[src/rtl/banner_reader_if.sv]
// Pixel-position, ROM and output signals of the banner reader, bundled for the
// timing-generator side (master) and the reader itself (slave).
interface banner_reader_if;
  logic        frame_start;
  logic        show;
  logic        pix_ce;
  logic [9:0]  DrawX;
  logic [9:0]  DrawY;
  logic [3:0]  rom_addr;
  logic [71:0] rom_data;
  logic        pixel_on;
  logic        busy;

  modport master (
    output frame_start, show, pix_ce, DrawX, DrawY, rom_data,
    input  rom_addr, pixel_on, busy
  );

  modport slave (
    input  frame_start, show, pix_ce, DrawX, DrawY, rom_data,
    output rom_addr, pixel_on, busy
  );
endinterface

[src/rtl/banner_reader.sv]
// Serialises a 16x72 banner ROM into a per-pixel on/off stream at a fixed
// screen origin, with power-of-two replication in X and Y.
module banner_reader #(
  parameter int X0         = 284,
  parameter int Y0         = 232,
  parameter int SCALE_LOG2 = 0
) (
  input logic             Clk,
  input logic             Reset_n,
  banner_reader_if.slave  bus
);

  localparam int H = 16 << SCALE_LOG2;
  localparam logic [10:0] Y_LO    = 11'(Y0);
  localparam logic [10:0] Y_HI    = 11'(Y0 + H);
  localparam logic [9:0]  Y_LAST  = 10'(Y0 + H - 1);
  localparam logic [9:0]  Y_BASE  = 10'(Y0);
  localparam logic [9:0]  X_PRE   = 10'(X0 - 1);
  localparam logic [1:0]  REP_MAX = 2'((1 << SCALE_LOG2) - 1);

  typedef enum logic [2:0] {
    IDLE  = 3'd0,
    ARMED = 3'd1,
    ADDR  = 3'd2,
    SHIFT = 3'd3,
    DONE  = 3'd4
  } state_t;

  state_t      state_r, state_s;
  logic [3:0]  rom_addr_r, rom_addr_s;
  logic [71:0] shreg_r, shreg_s;
  logic [1:0]  rep_r, rep_s;
  logic [6:0]  col_r, col_s;
  logic        pix_r, pix_s;
  logic        busy_r;
  logic        in_line_s;
  logic [9:0]  dy_s;
  logic [3:0]  row_s;

  assign dy_s      = bus.DrawY - Y_BASE;
  assign row_s     = 4'(dy_s >> SCALE_LOG2);
  assign in_line_s = ({1'b0, bus.DrawY} >= Y_LO) && ({1'b0, bus.DrawY} < Y_HI);

  // Next-state and datapath: frame_start overrides any coincident pixel strobe.
  always_comb begin
    state_s    = state_r;
    rom_addr_s = rom_addr_r;
    shreg_s    = shreg_r;
    rep_s      = rep_r;
    col_s      = col_r;
    pix_s      = pix_r;
    if (bus.frame_start) begin
      pix_s   = 1'b0;
      shreg_s = 72'd0;
      state_s = bus.show ? ARMED : IDLE;
    end else if (bus.pix_ce) begin
      case (state_r)
        IDLE: begin
          pix_s = 1'b0;
        end
        ARMED: begin
          pix_s = 1'b0;
          if ((bus.DrawX == 10'd0) && in_line_s) begin
            rom_addr_s = row_s;
            state_s    = ADDR;
          end else begin
            state_s = ARMED;
          end
        end
        ADDR: begin
          pix_s = 1'b0;
          if (bus.DrawX == X_PRE) begin
            shreg_s = bus.rom_data;
            rep_s   = 2'd0;
            col_s   = 7'd0;
            state_s = SHIFT;
          end else begin
            state_s = ADDR;
          end
        end
        SHIFT: begin
          if (col_r == 7'd72) begin
            pix_s   = 1'b0;
            state_s = (bus.DrawY == Y_LAST) ? DONE : ARMED;
          end else begin
            pix_s = shreg_r[71];
            // Each ROM column is repeated 2^SCALE_LOG2 strobes before advancing.
            if (rep_r == REP_MAX) begin
              rep_s   = 2'd0;
              shreg_s = {shreg_r[70:0], 1'b0};
              col_s   = col_r + 7'd1;
            end else begin
              rep_s = rep_r + 2'd1;
            end
          end
        end
        DONE: begin
          pix_s = 1'b0;
        end
        default: begin
          pix_s   = 1'b0;
          state_s = IDLE;
        end
      endcase
    end else begin
      state_s = state_r;
    end
  end

  // State and datapath registers; busy is registered from the next state.
  always_ff @(posedge Clk or negedge Reset_n) begin
    if (!Reset_n) begin
      state_r    <= IDLE;
      rom_addr_r <= 4'd0;
      shreg_r    <= 72'd0;
      rep_r      <= 2'd0;
      col_r      <= 7'd0;
      pix_r      <= 1'b0;
      busy_r     <= 1'b0;
    end else begin
      state_r    <= state_s;
      rom_addr_r <= rom_addr_s;
      shreg_r    <= shreg_s;
      rep_r      <= rep_s;
      col_r      <= col_s;
      pix_r      <= pix_s;
      busy_r     <= (state_s == ARMED) || (state_s == ADDR) || (state_s == SHIFT);
    end
  end

  assign bus.rom_addr = rom_addr_r;
  assign bus.pixel_on = pix_r;
  assign bus.busy     = busy_r;

endmodule

[src/flat_wrapper.sv]
// flat-port wrapper written by rule: the top's interface ports become plain ports
module banner_reader_flat 
#(
  parameter int X0         = 284,
  parameter int Y0         = 232,
  parameter int SCALE_LOG2 = 0
)
  (Clk, Reset_n, bus_frame_start, bus_show, bus_pix_ce, bus_DrawX, bus_DrawY, bus_rom_data, bus_rom_addr, bus_pixel_on, bus_busy);
  banner_reader_if bus_i ();
  input logic Clk;
  input logic Reset_n;
  input wire logic [$bits(bus_i.frame_start)-1:0] bus_frame_start;
  input wire logic [$bits(bus_i.show)-1:0] bus_show;
  input wire logic [$bits(bus_i.pix_ce)-1:0] bus_pix_ce;
  input wire logic [$bits(bus_i.DrawX)-1:0] bus_DrawX;
  input wire logic [$bits(bus_i.DrawY)-1:0] bus_DrawY;
  input wire logic [$bits(bus_i.rom_data)-1:0] bus_rom_data;
  output wire logic [$bits(bus_i.rom_addr)-1:0] bus_rom_addr;
  output wire logic [$bits(bus_i.pixel_on)-1:0] bus_pixel_on;
  output wire logic [$bits(bus_i.busy)-1:0] bus_busy;
  assign bus_i.frame_start = bus_frame_start;
  assign bus_i.show = bus_show;
  assign bus_i.pix_ce = bus_pix_ce;
  assign bus_i.DrawX = bus_DrawX;
  assign bus_i.DrawY = bus_DrawY;
  assign bus_i.rom_data = bus_rom_data;
  assign bus_rom_addr = bus_i.rom_addr;
  assign bus_pixel_on = bus_i.pixel_on;
  assign bus_busy = bus_i.busy;
  banner_reader #(.X0(X0), .Y0(Y0), .SCALE_LOG2(SCALE_LOG2)) u_core (.Clk(Clk), .Reset_n(Reset_n), .bus(bus_i));
endmodule
[config.mk]
export PLATFORM = sky130hd
export DESIGN_NAME = banner_reader_flat
export DESIGN_NICKNAME = d
export VERILOG_FILES = /design/src/rtl/banner_reader_if.sv /design/src/rtl/banner_reader.sv /design/src/flat_wrapper.sv
export SDC_FILE = /design/constraint.sdc
export NUM_CORES = 1
export LEC_CHECK = 0
export BUFFER_PORTS_ARGS = -buffer_cell sky130_fd_sc_hd__buf_2
export CORE_MARGIN = 3
export CORE_UTILIZATION = 45
export DETAILED_ROUTE_END_ITERATION = 6
export HOLD_SLACK_MARGIN = 0.1
export PLACE_DENSITY_LB_ADDON = 0.12
export SLEW_MARGIN = 0
export SYNTH_ARGS = -nofsm -noshare
export SYNTH_HDL_FRONTEND = slang
export SYNTH_SLANG_ARGS = --single-unit
[constraint.sdc]
create_clock -name Clk -period 5.16 [get_ports Clk]
set_input_delay 0.516 -clock Clk [delete_from_list [all_inputs] [get_ports Clk]]
set_output_delay 0.516 -clock Clk [all_outputs]
set_load 0.02 [all_outputs]
## After elaboration in Yosys (flattened, before gate mapping)

Cells that the tools add are included.

- $add $sub $neg: 3
- Multiply operators: 0
- Div/mod/pow operators: 0
- Order comparisons: 2
- Equality and inequality tests: 16
- Shift operators: 0
- Muxes and demuxes: 26
- Bitwise gates (word level): 1
- Reductions and logical operators: 15

Operators with widths:

| operator | number |
|---|---|
| 2-to-1 mux 72 bit | 5 |
| case mux 72 bit (2 select lines) | 1 |
| 2-to-1 mux 7 bit | 3 |
| case mux 7 bit (2 select lines) | 1 |
| equality test 3 x 2 -> 1 bit (second input constant) | 4 |
| 2-to-1 mux 3 bit | 4 |
| case mux 3 bit (4 select lines) | 1 |
| equality test 10 x 8 -> 1 bit (second input constant) | 1 |
| equality test 10 x 9 -> 1 bit (second input constant) | 1 |
| greater-or-equal comparator 10 x 8 -> 1 bit (second input constant) | 1 |
| zero test 10 bit | 1 |
| < comparator 10 x 8 -> 1 bit (second input constant) | 1 |
| AND reduction 5 bit | 2 |
| 2-to-1 mux 2 bit | 4 |
| adder 7 x 1 -> 7 bit (second input constant) | 1 |
| equality test 7 bit (second input constant) | 1 |
| equality test 3 x 1 -> 1 bit (second input constant) | 2 |
| 2-to-1 mux 1 bit | 6 |
| inequality test 3 x 2 -> 1 bit (second input constant) | 2 |
| AND reduction 6 bit | 1 |
| inequality test 2 x 1 -> 1 bit (second input constant) | 2 |
| case mux 2 bit (2 select lines) | 1 |
| AND reduction 4 bit | 1 |
| nonzero test 2 bit | 2 |
| other kinds (12) | 14 |

- Register bits after elaboration: 90
- Bits in latches: 0
- RAM bits: 0
- Memory bits (read-only): 0
- Output and inout bits: 6
- Logic and storage cells: 70
- Memories: 0

## Logic depth before layout (Yosys ltp)

- Depth in word-level cells: 10
- Depth in mapped cells: 9
- Gate-level depth less buffers: 7

## Least setup slack after synthesis

OpenSTA, ideal clock, no wires.

- Path kind: input to register
- Start point: input bus_DrawX[5]
- End point: register u_core.shreg_r[0]
- Setup time: 0.132 ns
- Arrival: 2.166 ns
- Data required time: 5.028 ns
- Slack: 2.862 ns
- Cell stages on the path: 7
- Buffers on the path: 2
- Cells stage by stage: or4_4 -> nor4_4 -> o21ai_0 -> o21ba_2 -> clkbuf_1 -> buf_2 -> o2bb2ai_1

- Longest elaborated chain between the ends: 3

RTL lines:

| what | RTL line | RTL |
|---|---|---|
| start, declared | flat_wrapper.sv:15 | `input wire logic [$bits(bus_i.DrawX)-1:0] bus_DrawX;` |
| equality test 10 x 9 -> 1 bit | banner_reader.sv:72 | `if (bus.DrawX == X_PRE) begin` |
| inequality test 3 x 2 -> 1 bit (no source line) | n/a |  |
| AND reduction 5 bit (no source line) | n/a |  |
| end signal, assigned | banner_reader.sv:123 | `shreg_r <= shreg_s;` |
| end, declared | banner_reader.sv:31 | `logic [71:0] shreg_r, shreg_s;` |

No other way between the ends.
A chain may end at the register's enable or synchronous reset.

## Worst setup path in the final report

- Start point: register u_core.col_r[0]
- End point: register u_core.col_r[6]

- Longest elaborated chain between the ends: 4
- Elaborated cells between the ends (all ways): 7

RTL lines:

| what | RTL line | RTL |
|---|---|---|
| start, declared | banner_reader.sv:33 | `logic [6:0] col_r, col_s;` |
| start signal, assigned | banner_reader.sv:125 | `col_r <= col_s;` |
| adder 7 x 1 -> 7 bit | banner_reader.sv:91 | `col_s = col_r + 7'd1;` |
| 2-to-1 mux 7 bit | banner_reader.sv:88 | `if (rep_r == REP_MAX) begin` |
| 2-to-1 mux 7 bit | banner_reader.sv:82 | `if (col_r == 7'd72) begin` |
| case mux 7 bit (2 select lines) | banner_reader.sv:57 | `case (state_r)` |

Parallel ways exist; a longest one is shown, timed or not. The select of a mux whose other input is x is not followed.

==> out/summary.txt <==
Status - completed
GRT Overall Usage - 0.174
Final ANT Viol Nets - 0
Max H-tree Level - 3
Final slew viol count - 0
Core Footprint - 9280 um2
Setup violators final - 0
Critical Path Max Stage Delay - 780 ps
Root Buffer - clkbuf_8
Count leader, synth - dfrtp_1
Cell Pwr Density - 252 nW/um2
CTS tree - yes
Setup_tns - 0 ps
Vias per cell - 5.44
Clock skew - 15.0 ps
Yosys reg bits - 90
Synth cell types - 35
First-pass GRT wire length - 15.9 mm
DR pass1 iterations - 4
Largest net degree at the start of global routing - 49
# diodes - 0
Avg Cell Area, Syn - 12.1 um2
Bufs on Longest Clock Path - 2
Gpl congestion - 0.798
Setup crit start kind - register
Worst IR Drop VDD - 0.000114 V
Die span in y - 104 um
Initial antenna violation count - 0
Post-synth top area share - 0.521
Critical path class - reg -> reg
Clock edge transition at the registers on the reported setup and hold paths - 90 ps
Setup bufs post-CTS - 0
Final Cycle Share - 0.540
Cell taking the most area after synthesis - dfrtp_1
Initial DRC Count - 147
Hold_buf cts - 0
EDFF count, synth - 0
Total number of vias - 3162
Port buffer count - 102
Post-Syn Instances - 357
CP Cell Sequence - inv_1, ha_1, nand4b_1, o31a_1, o2111ai_4, buf_4, o21ai_0, o31ai_1
Worst EP required - 5410 ps
Gr ovfl total - 0
Post-Syn Area - 4330 um2
Syn_nets - 458
Reg-to-reg setup timing slack - 2370 ps
FFs w/ async S/R, synth - 1.00
Number of cells on the worst reg-to-reg path - 8
FF-to-FF End - u_core.col_r[6]
Largest cells by area after synthesis - dfrtp_1, mux2i_1, o2bb2ai_1
CTS resizes - 0
Area delta synth->final - 18.7%
DP HPWL - 6.07 mm
Die W - 104 um
# DRC - 0
Die area - 10800 um2
WHS - 169 ps
Nets - 548
# fillers - 864
CTS Sinks - 90
Io pins - 103
DR WL/cell - 15.7 um
Total Wirelength - 9.13 mm
Sequential area share after synthesis - 0.521
Cts bufs inserted - 9
CP max-delay cell - o2111ai_4
Leak - 2.23 nW
Prevailing post-synth register cell - dfrtp_1
Num rows - 35
Unrepaired setup endpoints after global routing - no
Post-layout minimum cycle time - 2790 ps
Hold Fails Final Rpt - 0
Max_slew headroom - 0.355
Max_cap viols - 0
Fmax - 359 MHz
Crit end category - register
Vias in the first global route - 3250
Crit path max fanout - 46
Initial cell density of the core - 0.466
Worst Tran Pin Value - 967 ps
HP Class - in -> async
Commonest cells in the netlist - dfrtp_1, mux2i_1, o2bb2ai_1, nand2_1, clkbuf_1
Clock Latency Late Sink - 350 ps
Arr. time, crit path - 3030 ps
Yosys warns - 0
Layout cells sized above 1 - 0.288
RR Startpoint - u_core.col_r[0]
## flip-flops by register name, summed over array words and instances, names as in the netlist
register and count:
u_core.rep_r 2, u_core.col_r 7, u_core.bus.pixel_on 1, u_core.state_r 3
u_core.bus.busy 1, u_core.shreg_r 72, u_core.bus.rom_addr 4
## layer usage
metal | routed length, um | up-vias | global-route usage
met4 | 48 | 0 | 0.0513
met5 | 0 | - | 0
met2 | 4150 | 86 | 0.269
met1 | 4470 | 1542 | 0.251
li1 | - | 1529 | -
met3 | 453 | 5 | 0.0335
## through the flow
step / total power, mW / utilization / area [um2] / worst slack (ps) / cells
floorplan: 0.760 / - / 4330 / 2860 / 357
global placement: 0.820 / 0.531 / 4930 / 2140 / 565
detailed placement: 0.821 / 0.531 / 4930 / 2100 / 565
CTS: 1.31 / 0.553 / 5130 / 2330 / 581
global route: 1.36 / 0.553 / 5130 / 2020 / 581
finish: 1.30 / 0.553 / 5130 / 2370 / 581
## kinds of logic (layout without fill, tap and decap cells)
kind of cell | Yosys count | count (layout) | synth area share
and+or+nand+nor | 56 | 56 | 0.0752
DFF | 90 | 90 | 0.521
adders and majority gates | 4 | 4 | 0.0116
AOI/OAI and AO/OA | 98 | 98 | 0.186
buffers and inverters | 33 | 128 | 0.0309
xor gates and xnor gates | 1 | 1 | 0.00202
muxes | 75 | 75 | 0.174
## worst max-delay path, delay by kind of cell, from the launching register on
kind / cells / cell delay, ps
AOI/OAI and AO/OA: 4 / 1340
adders and majority gates: 1 / 140
buffers and inverters: 2 / 630
DFF: 1 / 430
and+or+nand+nor: 1 / 130
## cell usage in the layout (no fill, tap or decap), types with 6 or more instances in the layout
cell and instances:
nand2b_1 6, clkbuf_8 9, buf_2 101, dfrtp_1 90, inv_1 6, nor2_1 7
o21ai_0 14, mux2i_1 73, o2bb2ai_1 73, nand2_1 16
## how the worst max path moves through the flow
| stage | start | to |
|---|---|---|
| after global routing | u_core.col_r[0] | u_core.col_r[4] |
| after detailed placement | bus_DrawX[5] | u_core.col_r[3] |
| final | u_core.col_r[0] | u_core.col_r[6] |
| after floorplan | bus_DrawX[5] | u_core.shreg_r[0] |
| after global placement | bus_DrawX[5] | u_core.col_r[3] |
| after CTS | u_core.col_r[0] | u_core.col_r[3] |
## where the power goes
part | switching, mW | internal, mW
Clock | 0.261 | 0.230
Combinational | 0.0527 | 0.0441
Sequential | 0.00201 | 0.706
Total | 0.316 | 0.980
## layout make-up
| type | instances | area, um2 | share of cell area |
|---|---|---|---|
| Clock buffer | 10 | 128 | 0.0249 |
| Clock inverter | 6 | 72.6 | 0.0141 |
| Multi-Input combinational cell | 234 | 1950 | 0.381 |
| Tap cell | 129 | 161 | 0.0314 |
| Sequential cell | 90 | 2250 | 0.439 |
| Timing Repair Buffer | 106 | 543 | 0.106 |
| Inverter | 6 | 22.5 | 0.00439 |
(Power assumes the default switching activity.)
